===== src/rtl/crc_mem_arbiter.sv =====
`default_nettype none
// ============================================================================
// Module   : crc_mem_arbiter
// Purpose  : Two-master round-robin arbiter that shares one single-port
//            on-chip RAM between the Nios II data master (m0) and the CRC
//            DMA master (m1). At most one RAM access is issued per cycle.
//            Read data is broadcast to both masters and qualified by a
//            per-master readdatavalid one cycle after acceptance.
// Options  : `define ARB_HOLD_EN lets the current owner keep the grant for up
//            to HOLD_MAX consecutive accesses under contention. Without it the
//            arbiter strictly alternates under contention.
// Ports    : clk, reset_n (async, active low)
//            m0_* / m1_*  : Avalon-MM master side (address, byteenable, read,
//                           write, writedata, waitrequest, readdata,
//                           readdatavalid)
//            mem_*        : RAM slave side (address, byteenable, chipselect,
//                           write, writedata, clken, readdata)
// Revision : 1.0  initial release
// ============================================================================
module crc_mem_arbiter #(
  parameter int ADDR_W   = 16,
  parameter int HOLD_MAX = 4
) (
  input  logic              clk,
  input  logic              reset_n,
  input  logic [ADDR_W-1:0] m0_address,
  input  logic [3:0]        m0_byteenable,
  input  logic              m0_read,
  input  logic              m0_write,
  input  logic [31:0]       m0_writedata,
  output logic              m0_waitrequest,
  output logic [31:0]       m0_readdata,
  output logic              m0_readdatavalid,
  input  logic [ADDR_W-1:0] m1_address,
  input  logic [3:0]        m1_byteenable,
  input  logic              m1_read,
  input  logic              m1_write,
  input  logic [31:0]       m1_writedata,
  output logic              m1_waitrequest,
  output logic [31:0]       m1_readdata,
  output logic              m1_readdatavalid,
  output logic [ADDR_W-1:0] mem_address,
  output logic [3:0]        mem_byteenable,
  output logic              mem_chipselect,
  output logic              mem_write,
  output logic [31:0]       mem_writedata,
  output logic              mem_clken,
  input  logic [31:0]       mem_readdata
);

  if (HOLD_MAX < 1 || HOLD_MAX > 255) begin : g_hold_max_check
    $error("crc_mem_arbiter: HOLD_MAX must be in 1..255");
  end

  logic w_req0;
  logic w_req1;
  logic w_gnt0;
  logic w_gnt1;
  logic w_gnt_any;
  logic w_acc_write;
  logic w_keep;          // owner retains the grant under contention
  logic r_last_grant;    // 0 = m0, 1 = m1
  logic r_rd_pend;
  logic r_rd_owner;

  // A simultaneous read+write counts as a single write request.
  assign w_req0 = m0_read | m0_write;
  assign w_req1 = m1_read | m1_write;

`ifdef ARB_HOLD_EN
  localparam logic [7:0] C_HOLD_MAX = 8'(HOLD_MAX);

  logic [7:0] r_hold_cnt;

  // A zero count means the previous owner stopped requesting, so the next
  // tie falls back to plain alternation.
  assign w_keep = (r_hold_cnt != 8'd0) && (r_hold_cnt < C_HOLD_MAX);

  always_ff @(posedge clk or negedge reset_n) begin
    if (!reset_n) begin
      r_hold_cnt <= 8'd0;
    end else if (!w_gnt_any) begin
      r_hold_cnt <= 8'd0;
    end else if (w_gnt1 != r_last_grant) begin
      r_hold_cnt <= 8'd1;
    end else if (r_hold_cnt != 8'hFF) begin
      r_hold_cnt <= r_hold_cnt + 8'd1;
    end
  end
`else
  assign w_keep = 1'b0;
`endif

  always_comb begin
    w_gnt0 = 1'b0;
    w_gnt1 = 1'b0;
    if (w_req0 && w_req1) begin
      if (w_keep) begin
        w_gnt0 = ~r_last_grant;
        w_gnt1 = r_last_grant;
      end else begin
        w_gnt0 = r_last_grant;
        w_gnt1 = ~r_last_grant;
      end
    end else begin
      w_gnt0 = w_req0;
      w_gnt1 = w_req1;
    end
  end

  assign w_gnt_any   = w_gnt0 | w_gnt1;
  assign w_acc_write = (w_gnt0 & m0_write) | (w_gnt1 & m1_write);

  // Datapath defaults to master 0 when nothing is granted.
  assign mem_address    = w_gnt1 ? m1_address    : m0_address;
  assign mem_byteenable = w_gnt1 ? m1_byteenable : m0_byteenable;
  assign mem_writedata  = w_gnt1 ? m1_writedata  : m0_writedata;
  assign mem_write      = w_acc_write;
  assign mem_chipselect = w_gnt_any;
  assign mem_clken      = 1'b1;

  assign m0_waitrequest = w_req0 & ~w_gnt0;
  assign m1_waitrequest = w_req1 & ~w_gnt1;

  always_ff @(posedge clk or negedge reset_n) begin
    if (!reset_n) begin
      r_last_grant <= 1'b1;
      r_rd_pend    <= 1'b0;
      r_rd_owner   <= 1'b0;
    end else begin
      r_rd_pend <= w_gnt_any & ~w_acc_write;
      if (w_gnt_any) begin
        r_last_grant <= w_gnt1;
        r_rd_owner   <= w_gnt1;
      end
    end
  end

  // RAM output is unregistered, so the returning word lines up with the
  // pending flag captured on the acceptance edge.
  assign m0_readdata      = mem_readdata;
  assign m1_readdata      = mem_readdata;
  assign m0_readdatavalid = r_rd_pend & ~r_rd_owner;
  assign m1_readdatavalid = r_rd_pend & r_rd_owner;

endmodule
`default_nettype wire


===== config.mk =====
export PLATFORM = sky130hd
export DESIGN_NAME = crc_mem_arbiter
export DESIGN_NICKNAME = d
export VERILOG_FILES = /design/src/rtl/crc_mem_arbiter.sv
export SDC_FILE = /design/constraint.sdc
export NUM_CORES = 1
export LEC_CHECK = 0
export ABC_AREA = 1
export CELL_PAD_IN_SITES_DETAIL_PLACEMENT = 0
export CELL_PAD_IN_SITES_GLOBAL_PLACEMENT = 1
export CORE_ASPECT_RATIO = 1.5
export CORE_MARGIN = 3
export CORE_UTILIZATION = 12
export DETAILED_ROUTE_END_ITERATION = 8
export PLACE_DENSITY = 0.95
export SLEW_MARGIN = 20
export SYNTH_ARGS = -nofsm -noshare
export SYNTH_HDL_FRONTEND = slang
export SYNTH_SLANG_ARGS = --single-unit
export TNS_END_PERCENT = 10

===== constraint.sdc =====
create_clock -name clk -period 2.45 [get_ports clk]
set_input_delay 0.245 -clock clk [delete_from_list [all_inputs] [get_ports clk]]
set_output_delay 0.245 -clock clk [all_outputs]
set_load 0.005 [all_outputs]

# --- Word level (Yosys, flattened, before mapping) ---
# Cells that the tools add are included.
totals:
  regBits: 3
  latchBits: 0
  mem_bits_rw: 0
  romBits: 0
  inputBits: 142
  out_inout_bits: 123
  wordCells: 25
  memories: 0
classes:
  addsub: 0
  n_mul: 0
  div_mod_pow: 0
  magnitude_cmp: 0
  n_eq_ne: 0
  shifts: 0
  muxes: 5
  bitwise: 16
  n_reduce_logical: 1
op_table:
  columns: ["op", "count"]
  rows:
  - ["two-way mux 32 bit", 1]
  - ["two-way mux 16 bit", 1]
  - ["bitwise AND 1 bit", 7]
  - ["NOT 1 bit", 5]
  - ["two-way mux 4 bit", 1]
  - ["bitwise OR 1 bit", 4]
  - ["two-way mux 1 bit", 2]
  - ["logical AND 1 bit", 1]

# --- Depth between registers and ports, before layout ---
# Gate-level depths: netlist (run 1).
logic_depth:
  ltp_word: 7
  mapped_depth: 7
  depth_no_buf: 6

# --- Worst setup path after synthesis (run 1) ---
# Ideal clock, no wire load.
synth_timing:
  path_type: "register -> output"
  start: "reg r_last_grant"
  end: "out mem_writedata[23]"
  arrival_time_ps: 959
  required_ps: 2205
  path_slack_ps: 1246
  stages_incl_launch_ff: 6
  n_path_buf: 1
  path_cell_list: "dfstp_2 -> nand2_4 -> nand2_8 -> buf_6 -> nand2_1 -> nand2_1"
synth_between:
  elab_chain_len: 3
synth_lines:
  columns: ["item", "line", "source"]
  rows:
  - ["start, declared", "62", "logic r_last_grant;"]
  - ["start signal, assigned", "133", "r_last_grant <= w_gnt1;"]
  - ["NOT 1 bit", "103", "w_gnt1 = ~r_last_grant;"]
  - ["two-way mux 1 bit", "97", "if (w_req0 && w_req1) begin"]
  - ["two-way mux 32 bit", "117", "assign mem_writedata = w_gnt1 ? m1_writedata : m0_writedata;"]
  - ["end, declared", "46", "output logic [31:0] mem_writedata,"]
# No other way between the ends.

# --- Final worst setup path (run 1) ---
layout_timing:
  start: "in m1_write"
  end: "out mem_writedata[16]"
layout_between:
  elab_chain_len: 4
layout_lines:
  columns: ["item", "line", "source"]
  rows:
  - ["start, declared", "37", "input logic m1_write,"]
  - ["bitwise OR 1 bit *", "68", "assign w_req1 = m1_read | m1_write;"]
  - ["logical AND 1 bit", "97", null]
  - ["two-way mux 1 bit *", "97", null]
  - ["two-way mux 32 bit *", "117", null]
# Every way passes the cells marked *; elsewhere a longest branch is shown, timed or not.

==> reports/qor.yml, run 1 <==
drt:
  drc_errors: 0
  drt_iter0_drc: 50
  wire_per_inst_um: 13.2
  ant_nets: 0
  routed_wirelength_mm: 6.76
  viasPerCell: 3.89
  dr.pass1.iters: 4
  via_count: 1986
timing:
  drv_slew: 0
  fin_crit_sh: 0.925
  skew_ps: 0.364
  fmax_mhz: 441
  tns_ps: 0
  rsz0062_at_grt: "no"
  setup_viol_count_final: 0
  hold_viol: 0
  hold_ws_ps: 209
  finalCriticalPeriod_ps: 2270
die:
  dieHeight_um: 141
  core_area_um2: 11700
  floorplan.initialDensity: 0.125
  die_w_um: 95.9
  rows: 48
  io_pins: 265
  die_area_um2: 13500
placed_design:
  dp_cells: 507
  hpwl_mm: 5.59
  place.gp.congestion: 0.720
  io_buffers: 167
grt:
  antenna_found_initial: 0
  track_usage: 0.0865
  grt_pass1_vias: 1942
  busiest_layer: "met2"
  grt_first_pass_wirelength_mm: 9.21
  use_met3: 0.0149
  grt_use_met2: 0.163
  grt_max_degree: 55
  grt_use_met1: 0.0615
  overflow: 0
cells_and_area:
  antenna_cells: 0
  drive_above_1_share: 0.0360
  final_util: 0.243
  syn_to_final_growth_pct: 94.4
  fillers: 1298
  finalNonFillerCells: 511
  nets: 504
cts:
  htreeDepth: 1
  clkLatencyLatePin_ps: 220
  postCtsResizedCells: 0
  hold_buffers: 0
  cts_setup_buffers: 0
  cts_tree: "built"
  cts_root_buffer: "clkbuf_16"
  cts_sinks: 3
  numCtsBuffers: 3
  clk_pin_slew_ps: 30
  clock_path_buffers: 2
logic_synthesis:
  synth.distinct_cells: 16
  netlist.area_leader.share: 0.335
  synthArstFlopShare: 1.00
  synth_cells: 266
  ys_ff_latch: 3
  yosysWarnings: 0
  synthTopCellsByArea: "buf_4 (34%), nand2_1 (29%), nand3_1 (18%)"
  synthesis.nets: 408
  synth_area_um2: 1460
  syn_area_per_cell_um2: 5.47
  synth-main-ff-cell: "dfrtp_1"
  synth_seq_area_share: 0.0525
  synth.most_common_cell: "nand2_1"
  synth_top_area_cell: "buf_4"
  synth_edf_count: 0
  synth_common_cells: "nand2_1 (112), buf_4 (65), nand3_1 (52)"
setup_path:
  cp-end-kind: "output pin"
  crit_type: "in2out"
  required_ps: 2200
  critPathLaunchType: "input port"
  cp_max_fo: 26
  rrSetupSlack_ps: 1190
  cp.arrival_ps: 2020
min_path:
  hold_path.class: "in2async"
status:
  status: "completed"
pwr:
  p_leak_uw: 0.00128
  peakVddDrop_mv: 0.182
  powerDensity_nw_per_um2: 355
job:
  maxCapViolations: 0
-- placed cells by master (no fill, tap or decap), drive strengths merged --
cell and instances:
clkdlybuf4s50 167, conb 1, nor2 6, nand2 115
nand3 52, dfstp 1, buf 4, o21ai 1
inv 8, dfrtp 2, clkbuf 4
-- worst paths after layout --
path | start | to | depth (start not counted)
max | m1_write | mem_writedata[16] | 7
min | reset_n | r_rd_pend$_DFF_PN0_ | 1
max reg2reg | r_last_grant$_DFFE_PN1P_ | r_rd_pend$_DFF_PN0_ | 5
min reg2reg | r_last_grant$_DFFE_PN1P_ | r_last_grant$_DFFE_PN1P_ | 2
max in group asynchronous | reset_n | r_last_grant$_DFFE_PN1P_ | 1
min in group clk | mem_readdata[19] | m0_readdata[19] | 0
-- per-layer routing --
metal	wire length, µm	share of wire	vias up
met3	826	0.12	70
met1	1800	0.27	847
met2	3280	0.49	118
li1	-	-	951
met5	0	0	-
met4	848	0.13	0
-- final cells by class --
class,instances,area (µm²),area share
inverters,8,32.5,0.0115
multi-input cells,175,752,0.266
repair buffers,171,1700,0.602
flip-flops and latches,3,76.3,0.0270
clock buffers,4,78.8,0.0279
well taps,150,188,0.0663
-- cell families after synthesis --
| logic type | count (synthesis) | share of synthesized area |
|---|---|---|
| other cells | 1 | 0.00258 |
| buf+inv | 88 | 0.431 |
| simple gates | 173 | 0.511 |
| compound gates | 1 | 0.00344 |
| flops | 3 | 0.0525 |
-- power by group --
group	switching (µW)	total, µW	internal (µW)	leakage, µW
registers	6.16	64.5	58.4	0.0000339
clock network	41.6	256	214	0.0000382
logic	256	683	426	0.00121
-- stage by stage --
| stage | total power (µW) | setup slack [ps] | instance area (µm²) |
|---|---|---|---|
| finish | 1000 | 184 | 2830 |
| global route | 1070 | 30.6 | 2830 |
| CTS | 1020 | 155 | 2830 |
| detailed placement | 754 | 157 | 2750 |
| global placement | 746 | 178 | 2750 |
| floorplan | 392 | 1250 | 1460 |
-- state kept, by name, summed over array words and instances, names as in the netlist --
name          flops
r_rd_owner        1
r_rd_pend         1
r_last_grant      1
-- critical path: stages --
cell and delay (ps):
clkdlybuf4s50_1 520, nor2_2 80, inv_4 130, buf_4 310, nand3_1 140, nand2_1 90
clkdlybuf4s50_1 500
(Power assumes the default switching activity.)
==> run 2: changes to the inputs <==
Settings changed: CTS_CLUSTER_SIZE set to 24.
==> results of run 2 <==
The final DEF is identical to that of run 1; final timing and power are the same.
==> run 3: changes to the inputs <==
Settings changed: REMOVE_ABC_BUFFERS set to 1.
Clock period 2.45 ns to 2.75 ns, I/O delays scaled along.
==> run 3 against run 2 <==
Effect of this change: register-to-register slack better by 250 ps; via count is 3.9% higher; clock power is 8.6% lower; wire length is 31% higher; non-clock buffer count is 1 lower; final cell count is 0.20% lower; hold slack better by 24 ps; die area stayed put; largest power group unchanged.
==> reports/qor.yml, run 3 (synthesized netlist as in run 1, its figures left out) <==
status:
  status: "completed"
placed_design:
  io_buffers: 167  # unchanged
  hpwl_mm: 7.56  # +35%
  place_area_um2: 2760  # +0.18%
  place.gp.congestion: 0.761  # +5.7%
  dp_cells: 506  # -0.20%
timing:
  setup_viol_count_final: 0  # unchanged
  hold_viol: 0  # unchanged
  rsz0062_at_grt: "no"
  fmax_mhz: 408
  tns_ps: 0  # unchanged
  skew_ps: 0.368  # +0.00329 ps
  drv_slew: 0  # unchanged
  fin_crit_sh: 0.891
  finalCriticalPeriod_ps: 2450
grt:
  track_usage: 0.118  # +0.0319
  grt_pass1_vias: 2116  # +9.0%
  antenna_found_initial: 1  # +1
  grt_max_degree: 55  # unchanged
  grt_first_pass_wirelength_mm: 12.0  # +30%
  overflow: 0  # unchanged
cts:
  hold_buffers: 0  # unchanged
  cts_setup_buffers: 0  # unchanged
  htreeDepth: 1  # unchanged
  clkLatencyLatePin_ps: 220  # about the same
  clk_pin_slew_ps: 30  # about the same
  numCtsBuffers: 3  # unchanged
  postCtsResizedCells: 0  # unchanged
  clock_path_buffers: 2  # unchanged
  cts_sinks: 3  # unchanged
  cts_tree: "built"
  cts_root_buffer: "clkbuf_16"
setup_path:
  cp.arrival_ps: 2170  # +150 ps
  critPathLaunchType: "input port"
  cp-end-kind: "output pin"
  required_ps: 2480  # +280 ps
  cp_max_fo: 54  # +110%
  crit_type: "in2out"
cells_and_area:
  final_util: 0.243  # +0.000430
  drive_above_1_share: 0.0333  # -0.00268
  fillers: 1318  # +1.5%
  final_cell_area_um2: 2830  # +0.18%
  nets: 503  # -0.20%
  reg.largest.list: "r_last_grant (1), r_rd_owner (1), r_rd_pend (1)"
  layout_commonest_cell: "clkdlybuf4s50_1"
  syn_to_final_growth_pct: 94.8
  final_cell_mix: "clkdlybuf4s50_1 (167), nand2_1 (112), nand3_1 (52), inv_1 (7), nor2_1 (5)"
  finalNonFillerCells: 510  # -0.20%
  seqCellArea_um2: 76.3  # unchanged
  multi_input_area_um2: 752  # unchanged
  antenna_cells: 0  # unchanged
min_path:
  hold_path.class: "in2async"
die:
  rows: 48  # unchanged
  core_area_um2: 11700  # unchanged
  floorplan.initialDensity: 0.125  # unchanged
  dieHeight_um: 141  # unchanged
  die_w_um: 95.9  # unchanged
  io_pins: 265  # unchanged
  die_area_um2: 13500  # unchanged
drt:
  drt_iter0_drc: 55  # +10%
  ant_nets: 0  # unchanged
  via_count: 2063  # +3.9%
  dr.pass1.iters: 4  # unchanged
  drc_errors: 0  # unchanged
  wire_per_inst_um: 17.3  # +31%
  routed_wirelength_mm: 8.84  # +31%
  viasPerCell: 4.05  # +4.1%
pwr:
  powerDensity_nw_per_um2: 321  # -9.6%
  peakVddDrop_mv: 0.140  # -23%
  p_leak_uw: 0.00128  # about the same
  finalPower_uw: 909  # -9.4%
job:
  maxCapViolations: 0  # unchanged
run 3: cell count changes in the layout (fill, tap and decap cells not counted):
| cell | delta |
|---|---|
| buf_12 | +1 |
| buf_4 | -2 |
run 3: critical path, cell delays in order:
cell and delay, ps:
clkdlybuf4s50_1 490, inv_1 60, nand2_2 90, nand2_4 190, nand2_8 330, nand2_1 80, nand2_1 110, clkdlybuf4s50_1 540
run 3: worst paths after layout:
path	cells past startpoint	slack [ps]	endpoint	start
worst min register to register	2	490	r_last_grant$_DFFE_PN1P_	r_last_grant$_DFFE_PN1P_
min in group clk	2	490	r_last_grant$_DFFE_PN1P_	r_last_grant$_DFFE_PN1P_
worst max register to register	3	1440	r_rd_owner$_DFFE_PN0P_	r_last_grant$_DFFE_PN1P_
max in group asynchronous	1	2300	r_last_grant$_DFFE_PN1P_	reset_n
worst min-delay path	1	230	r_rd_pend$_DFF_PN0_	reset_n
worst max-delay path	8	300	mem_writedata[1]	m0_write
run 3: report_power, final:
group | internal (µW) | switching (µW) | total, µW
sequential | 52.0 | 5.66 | 57.6
clock | 192 | 42.2 | 234
combinational | 381 | 236 | 617
total | 625 | 284 | 909
run 3: stage by stage:
step,worst slack [ps],hold slack (ps)
after floorplan,1250,-20.6
after global placement,291,462
after detailed placement,263,465
after CTS,250,232
after global routing,98.4,239
final,300,232
run 3: cell type report:
type,count,area share
Timing Repair Buffer,170,0.602
Multi-Input combinational cell,175,0.265
Tap cell,150,0.0662
Clock buffer,4,0.0278
Sequential cell,3,0.0269
Inverter,8,0.0115
run 3: layer usage:
| layer | track usage | part of all wire | up-vias | wire (µm) |
|---|---|---|---|---|
| met3 | 0.122 | 0.24 | 7 | 2110 |
| li1 | - | - | 950 | - |
| met1 | 0.0996 | 0.30 | 901 | 2680 |
| met5 | 0.0794 | 0.011 | - | 96 |
| met2 | 0.192 | 0.44 | 201 | 3910 |
| met4 | 0.0142 | 0.0048 | 4 | 42 |
